## src/rtl/mem_responder.sv

```systemverilog
// Memory-side responder: one valid/ready request at a time, optional wait states,
// block RAM or MMIO (LEDs, switches, cycle counter) target. MMIO decode built only with `MMIO_EN.
module mem_responder #(
  parameter int                ADDR_W      = 16,
  parameter int                DATA_W      = 16,
  parameter int                WAIT_CYCLES = 0,
  parameter logic [ADDR_W-1:0] MMIO_BASE   = 16'hFF00
) (
  input  logic              clk,
  input  logic              reset,
  input  logic              req_valid,
  input  logic              req_we,
  input  logic [ADDR_W-1:0] req_addr,
  input  logic [DATA_W-1:0] req_wdata,
  output logic              req_ready,
  output logic              resp_valid,
  output logic [DATA_W-1:0] resp_rdata,
  output logic [ADDR_W-1:0] mem_addr,
  output logic              mem_we,
  output logic [DATA_W-1:0] mem_wdata,
  input  logic [DATA_W-1:0] mem_rdata,
  input  logic [9:0]        io_sw,
  output logic [9:0]        io_led
);

  typedef enum logic [1:0] {
    S_IDLE    = 2'd0,
    S_WAIT    = 2'd1,
    S_ACCESS  = 2'd2,
    S_CAPTURE = 2'd3
  } state_t;

  localparam logic [3:0] WAIT_INIT = 4'(WAIT_CYCLES);

  state_t            r_state;
  logic              r_we;
  logic [ADDR_W-1:0] r_addr;
  logic [DATA_W-1:0] r_wdata;
  logic [3:0]        r_wait;
  logic              r_resp_valid;
  logic [DATA_W-1:0] r_rdata;

  logic              w_accept;
  logic              w_is_mmio;
  logic [DATA_W-1:0] w_mmio_rdata;
  logic [DATA_W-1:0] w_capture_data;

  assign req_ready = (r_state == S_IDLE);
  assign w_accept  = req_valid & req_ready;

  // Request latch and sequencing
  always_ff @(posedge clk) begin
    if (reset) begin
      r_state <= S_IDLE;
      r_we    <= 1'b0;
      r_addr  <= '0;
      r_wdata <= '0;
      r_wait  <= '0;
    end else begin
      case (r_state)
        S_IDLE: begin
          if (w_accept) begin
            r_we    <= req_we;
            r_addr  <= req_addr;
            r_wdata <= req_wdata;
            r_wait  <= WAIT_INIT;
            r_state <= (WAIT_CYCLES > 0) ? S_WAIT : S_ACCESS;
          end
        end
        S_WAIT: begin
          r_wait <= r_wait - 4'd1;
          if (r_wait <= 4'd1) begin
            r_state <= S_ACCESS;
          end
        end
        S_ACCESS:  r_state <= S_CAPTURE;
        S_CAPTURE: r_state <= S_IDLE;
        default:   r_state <= S_IDLE;
      endcase
    end
  end

  // Writes always return zero; reads pick the MMIO bank or the RAM port
  always_comb begin
    w_capture_data = '0;
    if (!r_we) begin
      w_capture_data = w_is_mmio ? w_mmio_rdata : mem_rdata;
    end
  end

  always_ff @(posedge clk) begin
    if (reset) begin
      r_resp_valid <= 1'b0;
      r_rdata      <= '0;
    end else begin
      r_resp_valid <= 1'b0;
      if (r_state == S_CAPTURE) begin
        r_resp_valid <= 1'b1;
        r_rdata      <= w_capture_data;
      end
    end
  end

  assign resp_valid = r_resp_valid;
  assign resp_rdata = r_rdata;
  assign mem_addr   = r_addr;
  assign mem_wdata  = r_wdata;
  // Combinational so the strobe follows the state register even in a reset cycle
  assign mem_we     = (r_state == S_ACCESS) && r_we && !w_is_mmio;

`ifdef MMIO_EN
  logic [ADDR_W-1:0] w_off;
  logic [7:0]        w_off8;
  logic              w_mmio_we;
  logic [15:0]       w_mmio16;
  logic [9:0]        r_led;
  logic [9:0]        r_sw_meta;
  logic [9:0]        r_sw_sync;
  logic [15:0]       r_cnt;

  // Full-width window check; the window never wraps past the top of the address space
  assign w_off     = r_addr - MMIO_BASE;
  assign w_is_mmio = (r_addr >= MMIO_BASE) && ((w_off >> 8) == '0);
  assign w_off8    = w_off[7:0];
  assign w_mmio_we = (r_state == S_ACCESS) && r_we && w_is_mmio;

  always_ff @(posedge clk) begin
    if (reset) begin
      r_led     <= '0;
      r_sw_meta <= '0;
      r_sw_sync <= '0;
      r_cnt     <= '0;
    end else begin
      r_sw_meta <= io_sw;
      r_sw_sync <= r_sw_meta;
      if (w_mmio_we && (w_off8 == 8'd2)) begin
        r_cnt <= '0;
      end else begin
        r_cnt <= r_cnt + 16'd1;
      end
      if (w_mmio_we && (w_off8 == 8'd0)) begin
        r_led <= r_wdata[9:0];
      end
    end
  end

  always_comb begin
    w_mmio16 = '0;
    case (w_off8)
      8'd0:    w_mmio16 = {6'd0, r_led};
      8'd1:    w_mmio16 = {6'd0, r_sw_sync};
      8'd2:    w_mmio16 = r_cnt;
      default: w_mmio16 = '0;
    endcase
  end

  assign w_mmio_rdata = DATA_W'(w_mmio16);
  assign io_led       = r_led;
`else
  logic w_unused_sw;

  assign w_is_mmio    = 1'b0;
  assign w_mmio_rdata = '0;
  assign io_led       = '0;
  assign w_unused_sw  = ^{io_sw, MMIO_BASE};
`endif

endmodule

```

## config.mk

```make
export PLATFORM = sky130hd
export DESIGN_NAME = mem_responder
export DESIGN_NICKNAME = d
export VERILOG_FILES = /design/src/rtl/mem_responder.sv
export SDC_FILE = /design/constraint.sdc
export NUM_CORES = 1
export LEC_CHECK = 0
export BUFFER_PORTS_ARGS = -buffer_cell sky130_fd_sc_hd__buf_4
export CORE_ASPECT_RATIO = 0.9
export CORE_UTILIZATION = 36
export CTS_CLUSTER_SIZE = 8
export DETAILED_ROUTE_END_ITERATION = 8
export GPL_TIMING_DRIVEN = 0
export PLACE_DENSITY = 0.71
export SLEW_MARGIN = 20
export SYNTH_ARGS = -nofsm -noshare
export SYNTH_HDL_FRONTEND = slang
export SYNTH_SLANG_ARGS = --single-unit
```

## constraint.sdc

```tcl
create_clock -name clk -period 1.25 [get_ports clk]
set_input_delay 0.25 -clock clk [delete_from_list [all_inputs] [get_ports clk]]
set_output_delay 0.25 -clock clk [all_outputs]
set_load 0.005 [all_outputs]
```

==> impl_metrics.yaml <==
run_status:
  outcome: "finished with violations"
  violations: "negative setup slack"
floorplan:
  die_y_um: 74.32
  core_um2: 5411
  io_pins: 123
  fp.dieW_um: 82.36
  rows: 25
  die_area_um2: 6121
  start_util_pct: 38.66
worst_hold_path:
  holdCritStartpoint: "mem_rdata[15]"
  hold_depth: 2
  hold_path.class: "input port to register"
  min_to: "resp_rdata[15]"
clock_tree:
  cts_buffers: 5
  cts_hold_buf: 0
  clock_path_buffers: 2
  root_buffer: "clkbuf_8"
  clk_latency_ps: 300
  cts.sinks: 56
  cts_max_level: 2
  path_clk_slew_ps: 90
  cts_tree: "built"
grt:
  grt_overflow: 0
  grt_pass1_wl_um: 7955
  grt_usage_pct: 17.01
  antenna_found_initial: 0
  first_global_vias: 1725
  grt_start_max_net_pins: 17
setup_path:
  worstReg2RegEnd: "r_wait[3]"
  worst-path-buf-inv: 2
  critical-path-slowest-cell: "dfxtp_4"
  rr_startpoint: "r_state[1]"
  end_kind: "primary output"
  required_ps: 1000
  cp.arrival_ps: 1160
  reg2reg_slack_ps: -70
  startpoint_type: "register"
  crit_type: "register to primary output"
  critical-path-top-delay-family: "flip-flops"
  cp_max_fo: 6
  crit_chain: "buf_6, nand2b_4, nor2_1, buf_4"
  max_stage_delay_ps: 370
  reg2regPathDepth: 5
logic_synthesis:
  avgSynthCellArea_um2: 8.902
  synth_warnings: 0
  ys_types: 27
  synth_cells: 235
  synth_top_cell_by_area: "dfxtp_1"
  ys_seq_area_share_pct: 53.59
  synth_top_area_share_pct: 53.59
  synth-seq-cells: 56
  ys_top_cells_by_area: "dfxtp_1 54%, nand2_1 12%, a21oi_1 8.9%"
  netlist_area_um2: 2092
placed_design:
  gp_congestion: 0.7662
  dp_hpwl_um: 3803
  port_buffers: 101
  placed_cells: 412
  place_area_um2: 2968
sta:
  period_minus_slack_ps: 1408
  finalWorstSetupSlack_ps: -158.2
  rsz0062_at_grt: "true"
  post-route-period-util_pct: 112.7
  fmax_ghz: 0.7101
  timing.slew.headroom_pct: 56.31
  setup_violations: 28
  fin_skew_ps: 3.122
  finalHoldViolCount: 0
  setup_tns_ps: -821.9
  worstMarginPinSlew_ps: 655.3
  drv_slew: 0
final_layout:
  stdcell_count: 435
  design_area_um2: 3690
  insertedDiodeCount: 0
  final_cell_mix: "124 x buf_4, 52 x dfxtp_1, 41 x nand2_1"
  final_layout_size_suffix_gt1_share_pct: 59.78
  synthToLayoutAreaGrowth_pct: 76.38
  nets: 431
  final_common_cell: "buf_4"
route:
  wirelength_um: 5901
  dr.first_iter.drc_count: 42
  viasPerCell: 4.759
  dr.pass1.iters: 4
  via_count: 2070
  postRouteAntennaNets: 0
  drc: 0
  route.detailed.wl_per_inst_um: 13.57
pwr:
  vdd_drop_max_mv: 0.6703
  p_leak_nw: 1.717
  p_per_area_nw_per_um2: 1083
  power_w: 0.003996
job:
  drv_cap: 0
-- flip-flops by register name, indices dropped and copies added (netlist names) --
register / cells
mem_addr: 16
mem_wdata: 16
r_state: 2
r_wait: 4
r_we: 1
resp_rdata: 16
resp_valid: 1
-- through the flow --
stage	setup slack [ps]	utilization (%)	hold WS, ps
floorplan	-3.010	-	375.5
global placement	-217.0	54.84	441.8
detailed placement	-250.2	54.84	443.6
CTS	-107.2	58.08	143.9
global route	-205.0	68.19	136.8
finish	-158.2	68.19	151.8
-- cells by family after synthesis --
| family | count (synthesis) | synth area share (%) |
|---|---|---|
| adders and majority gates | 2 | 1.196 |
| and+or+nand+nor | 87 | 18.00 |
| other | 1 | 0.1793 |
| DFF | 56 | 53.59 |
| muxes | 1 | 0.5382 |
| AOI/OAI and AO/OA | 58 | 17.46 |
| buffers and inverters | 30 | 9.031 |
-- routing by layer --
layer / global-route usage (%) / wire (um)
met1: 21.51 / 2466
met2: 28.74 / 3028
met3: 3.926 / 359
met4: 5.263 / 46
met5: 0 / 0
-- where the power goes --
part / total (W) / switching (W) / internal [W]
Combinational: 0.00102 / 0.000456 / 0.000563
Sequential: 0.00196 / 0.0000720 / 0.00189
Clock: 0.00102 / 0.000564 / 0.000452
Total: 0.00400 / 0.00109 / 0.00290
-- cells in the mapped netlist --
cell / instances
a22o_1: 15
nor3b_1: 3
nor2b_1: 1
nor3b_4: 1
buf_6: 4
buf_2: 7
nand4_1: 1
nand2_1: 69
ha_1: 2
conb_1: 1
inv_1: 4
nand2b_1: 2
o311a_1: 1
nor2_1: 7
clkbuf_1: 5
buf_4: 10
dfxtp_1: 56
nor3_2: 1
o21bai_1: 1
o21ai_0: 1
nor4_1: 1
o311ai_0: 1
a2bb2oi_1: 1
a21oi_2: 1
a21oi_1: 37
mux2_2: 1
or3b_1: 1
-- final cells by class --
| class | instances | area [um^2] |
|---|---|---|
| Clock buffer | 7 | 86.33 |
| Sequential cell | 56 | 1134 |
| Inverter | 4 | 20.02 |
| Clock inverter | 1 | 7.507 |
| Timing Repair Buffer | 117 | 942.2 |
| Tap cell | 67 | 83.83 |
| Fill cell | 431 | 1722 |
| Buffer | 25 | 214.0 |
| Multi-Input combinational cell | 158 | 1202 |
-- worst max-delay path by stage --
| stage | start | endpoint | slack [ps] | depth (start not counted) |
|---|---|---|---|---|
| 2_1_floorplan | r_state[1] | r_wait[3] | -3 | 4 |
| 3_3_place_gp | reset | mem_addr[6] | -220 | 4 |
| 3_5_place_dp | reset | mem_addr[8] | -250 | 4 |
| 4_1_cts | r_state[0] | mem_we | -110 | 4 |
| 5_1_grt | r_state[0] | mem_we | -200 | 4 |
| 6_report | r_state[0] | mem_we | -160 | 4 |
-- what timing repair did --
| action | 4_1_cts | 5_1_grt |
|---|---|---|
| endpoints found under the hold margin | 0 | 0 |
| cloned | 0 | 3 |
| gates resized for setup | 12 | 115 |
| pin swaps | 1 | 52 |
| buffers inserted | 6 | 7 |
| endpoints found under the setup margin | 45 | 45 |
(Power assumes the default switching activity.)
